`config.mk`:
```
export PLATFORM = sky130hd
export DESIGN_NAME = bldc_commutation_ctrl
export DESIGN_NICKNAME = d
export VERILOG_FILES = /design/src/rtl/bldc_commutation_ctrl.sv
export SDC_FILE = /design/constraint.sdc
export NUM_CORES = 1
export LEC_CHECK = 0
export BUFFER_PORTS_ARGS = -buffer_cell sky130_fd_sc_hd__clkbuf_2
export CAP_MARGIN = 20
export CELL_PAD_IN_SITES_DETAIL_PLACEMENT = 1
export CELL_PAD_IN_SITES_GLOBAL_PLACEMENT = 1
export CORE_MARGIN = 3
export CORE_UTILIZATION = 43
export CTS_CLUSTER_DIAMETER = 150
export DETAILED_ROUTE_END_ITERATION = 8
export GPL_ROUTABILITY_DRIVEN = 0
export GPL_TIMING_DRIVEN = 0
export MAX_ROUTING_LAYER = met4
export PLACE_DENSITY = 0.88
export SYNTH_ARGS = -nofsm -noshare
export SYNTH_HDL_FRONTEND = slang
export SYNTH_SLANG_ARGS = --single-unit
```
`constraint.sdc`:
```
create_clock -name clk -period 3.6 [get_ports clk]
set_clock_uncertainty 0.1 [all_clocks]
set_input_delay 0.36 -clock clk [delete_from_list [all_inputs] [get_ports clk]]
set_output_delay 0.36 -clock clk [all_outputs]
set_load 0.02 [all_outputs]
```
`src/rtl/bldc_commutation_ctrl.sv`:
```
// rtl/bldc_commutation_ctrl.sv - six-step BLDC commutation sequencer with hall debounce, dead time and fault detection
// Optional SPEED_MEAS_EN: measures cycles between valid sector changes on period.
module bldc_commutation_ctrl #(
    parameter int DEBOUNCE_CYCLES = 4,
    parameter int DEAD_CYCLES     = 2,
    parameter int STALL_CYCLES    = 1000000
) (
    input  logic        clk,
    input  logic        rst_n,
    input  logic [2:0]  hall,
    input  logic        enable,
    input  logic        dir,
    input  logic        pwm,
    input  logic        brake,
    input  logic        fault_clr,
    output logic [2:0]  gate_hi,
    output logic [2:0]  gate_lo,
    output logic [7:0]  count,
    output logic [1:0]  state,
    output logic [1:0]  fault_code,
    output logic [15:0] period
);
    typedef enum logic [1:0] {
        ST_IDLE  = 2'b00,
        ST_RUN   = 2'b01,
        ST_BRAKE = 2'b10,
        ST_FAULT = 2'b11
    } state_t;

    localparam int DBW = $clog2(DEBOUNCE_CYCLES + 1);
    localparam int DTW = $clog2(DEAD_CYCLES + 1);
    localparam int STW = $clog2(STALL_CYCLES + 1);

    function automatic logic [2:0] sector_of(input logic [2:0] h);
        case (h)
            3'b101:  sector_of = 3'd0;
            3'b100:  sector_of = 3'd1;
            3'b110:  sector_of = 3'd2;
            3'b010:  sector_of = 3'd3;
            3'b011:  sector_of = 3'd4;
            3'b001:  sector_of = 3'd5;
            default: sector_of = 3'd7;
        endcase
    endfunction

    // Forward drive pattern {hi[C:A], lo[C:A]} per sector.
    function automatic logic [5:0] drive_of(input logic [2:0] s);
        case (s)
            3'd0:    drive_of = {3'b001, 3'b010};
            3'd1:    drive_of = {3'b001, 3'b100};
            3'd2:    drive_of = {3'b010, 3'b100};
            3'd3:    drive_of = {3'b010, 3'b001};
            3'd4:    drive_of = {3'b100, 3'b001};
            3'd5:    drive_of = {3'b100, 3'b010};
            default: drive_of = 6'b000_000;
        endcase
    endfunction

    logic [2:0]     hall_meta_q, hall_sync_q, cand_q, deb_q;
    logic [2:0]     pipe_vld_q;
    logic [DBW-1:0] stab_q;
    logic           deb_known_q;
    logic [STW-1:0] stall_q;
    logic [DTW-1:0] dead_q, dead_d;
    logic [5:0]     pat_q, gate_q, gate_d, tgt, drv;
    logic [7:0]     count_q;
    state_t         state_q, state_d;
    logic [1:0]     fault_q, fault_d;

    logic [2:0] cand_s, deb_s, next_s, prev_s;
    logic       stable, deb_load, deb_valid, valid_chg, step_fwd, step_back, skip, stall_hit;

    assign stable    = (stab_q == DBW'(DEBOUNCE_CYCLES));
    assign deb_load  = stable && (!deb_known_q || (cand_q != deb_q));
    assign cand_s    = sector_of(cand_q);
    assign deb_s     = sector_of(deb_q);
    assign next_s    = (deb_s == 3'd5) ? 3'd0 : deb_s + 3'd1;
    assign prev_s    = (deb_s == 3'd0) ? 3'd5 : deb_s - 3'd1;
    assign deb_valid = deb_known_q && (deb_s != 3'd7);
    assign valid_chg = deb_load && deb_valid && (cand_s != 3'd7);
    assign step_fwd  = valid_chg && (cand_s == next_s);
    assign step_back = valid_chg && (cand_s == prev_s);
    assign skip      = valid_chg && !step_fwd && !step_back;
    assign stall_hit = (stall_q >= STW'(STALL_CYCLES));
    assign drv       = drive_of(deb_s);

    // pipe_vld_q keeps reset-time zeros in the synchroniser from being debounced as a real code.
    always_ff @(posedge clk or negedge rst_n) begin
        if (!rst_n) begin
            hall_meta_q <= 3'b000;
            hall_sync_q <= 3'b000;
            cand_q      <= 3'b000;
            pipe_vld_q  <= 3'b000;
            stab_q      <= '0;
            deb_q       <= 3'b000;
            deb_known_q <= 1'b0;
        end else begin
            hall_meta_q <= hall;
            hall_sync_q <= hall_meta_q;
            cand_q      <= hall_sync_q;
            pipe_vld_q  <= {pipe_vld_q[1:0], 1'b1};
            if (!pipe_vld_q[1])
                stab_q <= '0;
            else if (!pipe_vld_q[2] || (hall_sync_q != cand_q))
                stab_q <= DBW'(1);
            else if (!stable)
                stab_q <= stab_q + DBW'(1);
            if (deb_load) begin
                deb_q       <= cand_q;
                deb_known_q <= 1'b1;
            end
        end
    end

    always_comb begin
        state_d = state_q;
        fault_d = fault_q;
        case (state_q)
            ST_IDLE: begin
                if (brake)
                    state_d = ST_BRAKE;
                else if (enable && deb_valid)
                    state_d = ST_RUN;
            end
            ST_RUN: begin
                if (!deb_valid) begin
                    state_d = ST_FAULT;
                    fault_d = 2'b01;
                end else if (skip) begin
                    state_d = ST_FAULT;
                    fault_d = 2'b11;
                end else if (stall_hit && !valid_chg) begin
                    state_d = ST_FAULT;
                    fault_d = 2'b10;
                end else if (brake)
                    state_d = ST_BRAKE;
                else if (!enable)
                    state_d = ST_IDLE;
            end
            ST_BRAKE: begin
                if (!brake)
                    state_d = ST_IDLE;
            end
            default: begin
                if (fault_clr && !enable) begin
                    state_d = ST_IDLE;
                    fault_d = 2'b00;
                end
            end
        endcase

        tgt = 6'b000_000;
        if (state_q == ST_RUN && deb_valid)
            tgt = dir ? {drv[2:0], drv[5:3]} : drv;
        else if (state_q == ST_BRAKE)
            tgt = 6'b000_111;

        // Any pattern change (re)starts the dead-time window; pwm only gates the high side.
        if (tgt != pat_q)
            dead_d = DTW'(DEAD_CYCLES);
        else if (dead_q != '0)
            dead_d = dead_q - DTW'(1);
        else
            dead_d = '0;
        gate_d = (dead_d != '0) ? 6'b000_000 : {tgt[5:3] & {3{pwm}}, tgt[2:0]};
    end

    always_ff @(posedge clk or negedge rst_n) begin
        if (!rst_n) begin
            state_q <= ST_IDLE;
            fault_q <= 2'b00;
            stall_q <= '0;
            dead_q  <= '0;
            pat_q   <= 6'b000_000;
            gate_q  <= 6'b000_000;
            count_q <= 8'd0;
        end else begin
            state_q <= state_d;
            fault_q <= fault_d;
            dead_q  <= dead_d;
            pat_q   <= tgt;
            gate_q  <= gate_d;
            if ((state_q != ST_RUN) || valid_chg)
                stall_q <= '0;
            else if (!stall_hit)
                stall_q <= stall_q + STW'(1);
            if (state_q != ST_FAULT) begin
                if (step_fwd)
                    count_q <= count_q + 8'd1;
                else if (step_back)
                    count_q <= count_q - 8'd1;
            end
        end
    end

`ifdef SPEED_MEAS_EN
    logic [15:0] per_cnt_q, period_q;

    always_ff @(posedge clk or negedge rst_n) begin
        if (!rst_n) begin
            per_cnt_q <= 16'd0;
            period_q  <= 16'd0;
        end else if (state_q != ST_FAULT) begin
            if (valid_chg) begin
                period_q  <= per_cnt_q;
                per_cnt_q <= 16'd1;
            end else if (per_cnt_q != 16'hFFFF) begin
                per_cnt_q <= per_cnt_q + 16'd1;
            end
        end
    end

    assign period = period_q;
`else
    assign period = 16'd0;
`endif

    assign gate_hi    = gate_q[5:3];
    assign gate_lo    = gate_q[2:0];
    assign count      = count_q;
    assign state      = state_q;
    assign fault_code = fault_q;
endmodule

```
==> flow_metrics.py, run 1 <==
metrics = {
    "worst_setup_path": {
        "rr_endpoint": "count[7]",
        "regToRegSetupSlack_ns": 0.12,
        "worstPathArrival_ns": 3.66,
        "setup.worst_path.class": "flip-flop to flip-flop",
        "cp_common_cell": "ha_1",
        "r2r_start": "deb_q[1]",
        "critPathBufInv": 3,
        "critPathTopFamily": "compound AO/OA/AOI/OAI gates",
        "startpoint": "deb_q[1]",
        "critPathLaunchType": "flip-flop",
        "ff2ff_path_depth": 17,
        "cp_data_required_time_ns": 3.78,
        "end_kind": "flip-flop",
        "cp_slowest_cell": "dfrtp_1",
        "path_cells": "buf_2 -> buf_4 -> clkinv_1 -> a21oi_2 -> ha_1 -> o31ai_1 -> o221ai_1 -> o311a_1 -> nand2_4 -> ha_1 -> a21o_1 -> a211oi_2 -> o21ai_1 -> nand2_1 -> nand3b_1 -> a21oi_1 -> xor2_1",
        "critPathMaxFanout": 10,
        "critical-path-max-stage-delay_ns": 0.33,
    },
    "cells_and_area": {
        "final_area_mm2": 0.00427,
        "drive_above_1_share_pct": 22.7,
        "antenna_cells": 0,
        "utilization_pct": 53.6,
        "instances_no_fill": 533,
        "fin_nets": 448,
        "area_growth_syn_to_layout_pct": 17.2,
    },
    "placed_design": {
        "dp_hpwl_um": 5890,
        "placed_cell_area_mm2": 0.00397,
        "place_ws_ns": -0.162,
        "io_buffers": 27,
        "dpl.cell_count": 512,
    },
    "synthesis": {
        "synth.cell_area_mm2": 0.00364,
        "synth_flop_cell": "dfrtp_1",
        "yosysSeqAreaShare_pct": 44.6,
        "synth_edf_count": 0,
        "synth_top_area_cell": "dfrtp_1",
        "synth_cell_type_count": 61,
        "yosys-top-cells-area": "dfrtp_1 45%, xor2_1 4.8%, nor2_1 4.7%, xnor2_1 3.8%, ha_1 3.8%",
        "synth_common_cells": "65 x dfrtp_1, 46 x nor2_1, 20 x nand2_1, 20 x xor2_1, 17 x buf_4",
        "async_reset_ff_share_pct": 100,
        "ys_ff_latch": 65,
        "syn_inst": 368,
        "yosysWarnings": 0,
        "yosysMostFrequentCell": "dfrtp_1",
        "synth_area_per_cell_um2": 9.90,
        "synth_top_area_share_pct": 44.6,
    },
    "global_route": {
        "grt_pass1_vias": 3048,
        "grt_start_max_net_pins": 66,
        "busiest_layer": "met2",
        "antenna_found_initial": 0,
        "grt.overflow.total": 0,
        "use_met2_pct": 33.4,
        "grt.met1_usage_pct": 22.5,
        "track_usage_pct": 19.4,
        "grt_pass1_wl_um": 14700,
        "met3_usage_pct": 3.36,
    },
    "die": {
        "die_w_um": 98.1,
        "rows": 32,
        "io_pins": 44,
        "dieArea_mm2": 0.00961,
        "die_y_um": 98.1,
        "core_area_mm2": 0.00797,
        "initial_core_util_pct": 45.7,
    },
    "cts": {
        "htree_levels": 3,
        "clkLatencyLatePin_ns": 0.35,
        "cts_buffer_depth": 2,
        "cts-buffers-inserted": 9,
        "path_clk_slew_ns": 0.08,
        "cts_tree": "yes",
        "cts_sinks": 65,
        "cts_root_buf": "clkbuf_8",
    },
    "drt": {
        "wirelength_um": 8620,
        "wl_per_cell_um": 16.2,
        "viasPerCell": 5.34,
        "via_count": 2848,
        "final_antenna_net_count": 0,
        "initialDrtViolationCount": 94,
        "drtPass1Iterations": 4,
        "route.detailed.drc": 0,
    },
    "power": {
        "finalPower_mw": 1.79,
        "power_density_mw_per_mm2": 420,
        "leakage_nw": 1.99,
        "ir_drop_mv": 0.156,
    },
    "timing": {
        "hold-worst-slack_ns": 0.0188,
        "fin_ws_ns": 0.118,
        "maxSlewHeadroom_pct": 40.3,
        "min_period_ns": 3.48,
        "hold_violations": 0,
        "max_freq_ghz": 0.287,
        "worst_slew_pin_slew_ns": 0.896,
        "fin_crit_sh_pct": 96.7,
        "finalSetupViolCount": 0,
        "fin_setup_tns_ns": 0,
        "drv_slew": 0,
    },
    "min_path": {
        "min_from": "hall[1]",
        "hold_end": "hall_meta_q[1]",
        "holdPathStages": 1,
        "hp-class": "input pin to flip-flop",
    },
    "job": {
        "drv_cap": 0,
    },
    "status": {
        "status": "completed",
    },
}
==> how the worst max path moves through the flow <==
stage	end	slack, ns	depth (start not counted)
finish	count[7]	0.12	17
global route	count[7]	-0.11	17
CTS	count[6]	0.05	16
detailed placement	count[7]	-0.16	17
global placement	count[7]	0.07	16
floorplan	count[6]	0.36	16
==> cell families (layout without fill, tap and decap cells) <==
logic type,Yosys count,after routing,share of synthesized area (%)
AO/OA/AOI/OAI,55,55,10.7
multiplexers,11,11,3.33
other,2,17,0.206
XOR/XNOR,36,36,8.65
flip-flops,65,65,44.6
AND/OR/NAND/NOR,140,140,21.1
buffers and inverters,46,94,6.76
adder cells (fa/ha/maj),13,13,4.60
==> sequential cells by signal, summed over array words and instances, names as in the netlist <==
signal	count
stall_q	20
count	8
gate_q	6
pat_q	6
cand_q	3
deb_q	3
hall_meta_q	3
hall_sync_q	3
pipe_vld_q	3
stab_q	3
dead_q	2
fault_code	2
state	2
deb_known_q	1
==> power by group <==
group	total, mW	leakage, nW	internal [mW]	switching, mW
Combinational	0.316	1.02	0.120	0.196
Clock	0.669	0.108	0.348	0.321
Sequential	0.810	0.861	0.778	0.0320
==> metal layers <==
layer / wire, um / up-vias
met5: 0 / -
met4: 162 / 0
met3: 286 / 14
met2: 4480 / 64
met1: 3700 / 1419
li1: - / 1351
==> final cells by class <==
class	instances	area (um^2)
inverters	15	56.3
multi-input cells	272	1870
plain buffers	31	195
flip-flops and latches	65	1630
well taps	102	128
clock buffers	10	138
fillers	936	3700
clock inverters	6	73.8
repair buffers	32	180
==> what timing repair did <==
action,in CTS,in global routing
hold buffers,2,0
setup endpoints to repair,3,3
resized for setup,3,12
setup buffers,1,2
pin swaps,1,3
hold endpoints to repair,2,0
==> cells in the final DEF, fill, tap and decap left out, drive strengths merged, types with 14 or more instances in the layout <==
cell	netlist	layout
xnor2	16	16
a21oi	14	14
o21ai	15	15
nor2	47	47
xor2	20	20
dfrtp	65	65
buf	25	27
inv	14	17
nand2	21	21
conb	2	17
clkbuf	6	44
Power figures use the tool's default switching activity.
==> run 2, diff against run 1 <==
- CTS_BUF_LIST: unset -> sky130_fd_sc_hd__clkbuf_2
==> run 2 against run 1 <==
Flip-flop and latch count unchanged. Non-clock buffer count up 5. Final area down 0.97%. Sequential power about the same. First-iteration DRC count up 18%. Core utilization down 0.52 points. Critical path type unchanged. Critical endpoint is now count[6]. Highest routed layer unchanged.
==> flow_metrics.py, run 2 (synthesis results as in run 1) <==
metrics = {
    "cts": {
        "cts_buffer_depth": 2,
        "cts_tree": "yes",
        "htree_levels": 3,
        "path_clk_slew_ns": 0.24,
        "cts_sinks": 65,
        "cts_root_buf": "clkbuf_2",
        "cts-buffers-inserted": 9,
        "clkLatencyLatePin_ns": 0.52,
    },
    "die": {
        "rows": 32,
        "initial_core_util_pct": 45.7,
        "core_area_mm2": 0.00797,
        "io_pins": 44,
        "dieArea_mm2": 0.00961,
        "die_w_um": 98.1,
        "die_y_um": 98.1,
    },
    "worst_setup_path": {
        "worstPathArrival_ns": 3.81,
        "end_kind": "flip-flop",
        "critPathBufInv": 2,
        "path_cells": "clkbuf_4 -> clkbuf_4 -> nand3_1 -> o21ai_1 -> ha_1 -> nand2b_2 -> nor3_4 -> nand2_4 -> fa_2 -> a21o_1 -> a21o_1 -> nand2_1 -> nand2_1 -> a21oi_2 -> xnor2_1 -> mux2_2",
        "cp_data_required_time_ns": 3.97,
        "critPathMaxFanout": 10,
        "cp_slowest_cell": "dfrtp_1",
        "critPathTopFamily": "simple AND/OR/NAND/NOR gates",
        "critical-path-max-stage-delay_ns": 0.41,
        "critPathLaunchType": "flip-flop",
        "setup.worst_path.class": "flip-flop to flip-flop",
    },
    "cells_and_area": {
        "top_register": "stall_q",
        "final_cell_mix": "65 x dfrtp_1, 46 x nor2_1, 35 x clkbuf_2",
        "utilization_pct": 53.1,
        "area_growth_syn_to_layout_pct": 16.1,
        "layout_commonest_cell": "dfrtp_1",
        "drive_above_1_share_pct": 22.7,
        "antenna_cells": 0,
        "final_area_mm2": 0.00423,
        "fin_nets": 453,
        "largest_register_ffs": 20,
    },
    "timing": {
        "fin_ws_ns": 0.158,
        "max_freq_ghz": 0.291,
        "hold_violations": 0,
        "fin_crit_sh_pct": 95.6,
        "drv_slew": 0,
        "maxSlewHeadroom_pct": 40.0,
        "min_period_ns": 3.44,
        "finalSetupViolCount": 0,
        "worst_slew_pin_slew_ns": 0.900,
    },
    "global_route": {
        "grt.overflow.total": 0,
        "grt_pass1_wl_um": 13900,
        "grt_start_max_net_pins": 66,
        "antenna_found_initial": 0,
        "grt_pass1_vias": 2948,
        "track_usage_pct": 18.2,
    },
    "power": {
        "power_density_mw_per_mm2": 380,
        "ir_drop_mv": 0.148,
        "leakage_nw": 1.98,
        "finalPower_mw": 1.61,
    },
    "min_path": {
        "hp-class": "input pin to flip-flop",
    },
    "drt": {
        "wirelength_um": 8650,
        "drtPass1Iterations": 5,
        "via_count": 2877,
        "wl_per_cell_um": 16.1,
        "initialDrtViolationCount": 111,
        "route.detailed.drc": 0,
        "viasPerCell": 5.35,
        "final_antenna_net_count": 0,
    },
    "placed_design": {
        "placed_cell_area_mm2": 0.00397,
        "io_buffers": 27,
        "dp_hpwl_um": 5890,
        "place_ws_ns": -0.162,
    },
    "status": {
        "status": "completed",
    },
    "job": {
        "drv_cap": 0,
    },
}
[run 2: layer usage]
metal / track usage, % / up-vias / wire length (um)
met5: - / - / 0
li1: - / 1368 / -
met1: 21.0 / 1432 / 3670
met4: 6.50 / 0 / 178
met3: 3.43 / 18 / 316
met2: 31.5 / 59 / 4480
[run 2: worst paths after layout]
kind	end	slack (ns)	depth (start not counted)	from
min in group asynchronous	stall_q[15]	0.38	2	rst_n
max in group asynchronous	deb_q[2]	2.39	2	rst_n
setup / recovery	count[6]	0.16	16	deb_q[2]
hold / removal	state[1]	0.04	3	brake
hold reg to reg	pipe_vld_q[1]	0.28	0	pipe_vld_q[0]
setup reg to reg	count[6]	0.16	16	deb_q[2]
[run 2: metrics by stage]
stage                     TNS [ns]  hold slack, ns  cells
after CTS                        0          0.0115    534
after detailed placement    -0.318           0.236    512
after global routing       -0.0852          0.0377    538
final                            0          0.0424    538
after floorplan                  0         -0.0356    383
after global placement           0           0.232    512
[run 2: timing repair]
item / in CTS / in global routing
pin swaps: 1 / 5
setup endpoints to repair: 3 / 3
buffers inserted: 1 / 4
resized for setup: 2 / 12
endpoints found under the hold margin: 71 / 0
hold buffers: 5 / 0
[run 2: final cells by class]
cell class	count	area (um^2)
fill	940	3740
sequential	65	1630
inverter	15	56.3
multi-input combinational	272	1880
buffer	31	195
timing repair buffer	37	225
clock inverter	7	77.6
tap	102	128
clock buffer	9	45.0
[run 2: tightest hold or removal path: stages]
cell and delay [ns]:
clkbuf_2 0.13, mux2i_1 0.08, nand3_1 0.08
[run 2: report_power, final]
group / total (mW) / internal (mW) / switching [mW]
combinational: 0.319 / 0.122 / 0.197
clock: 0.479 / 0.169 / 0.311
sequential: 0.810 / 0.779 / 0.0316
total: 1.61 / 1.07 / 0.539
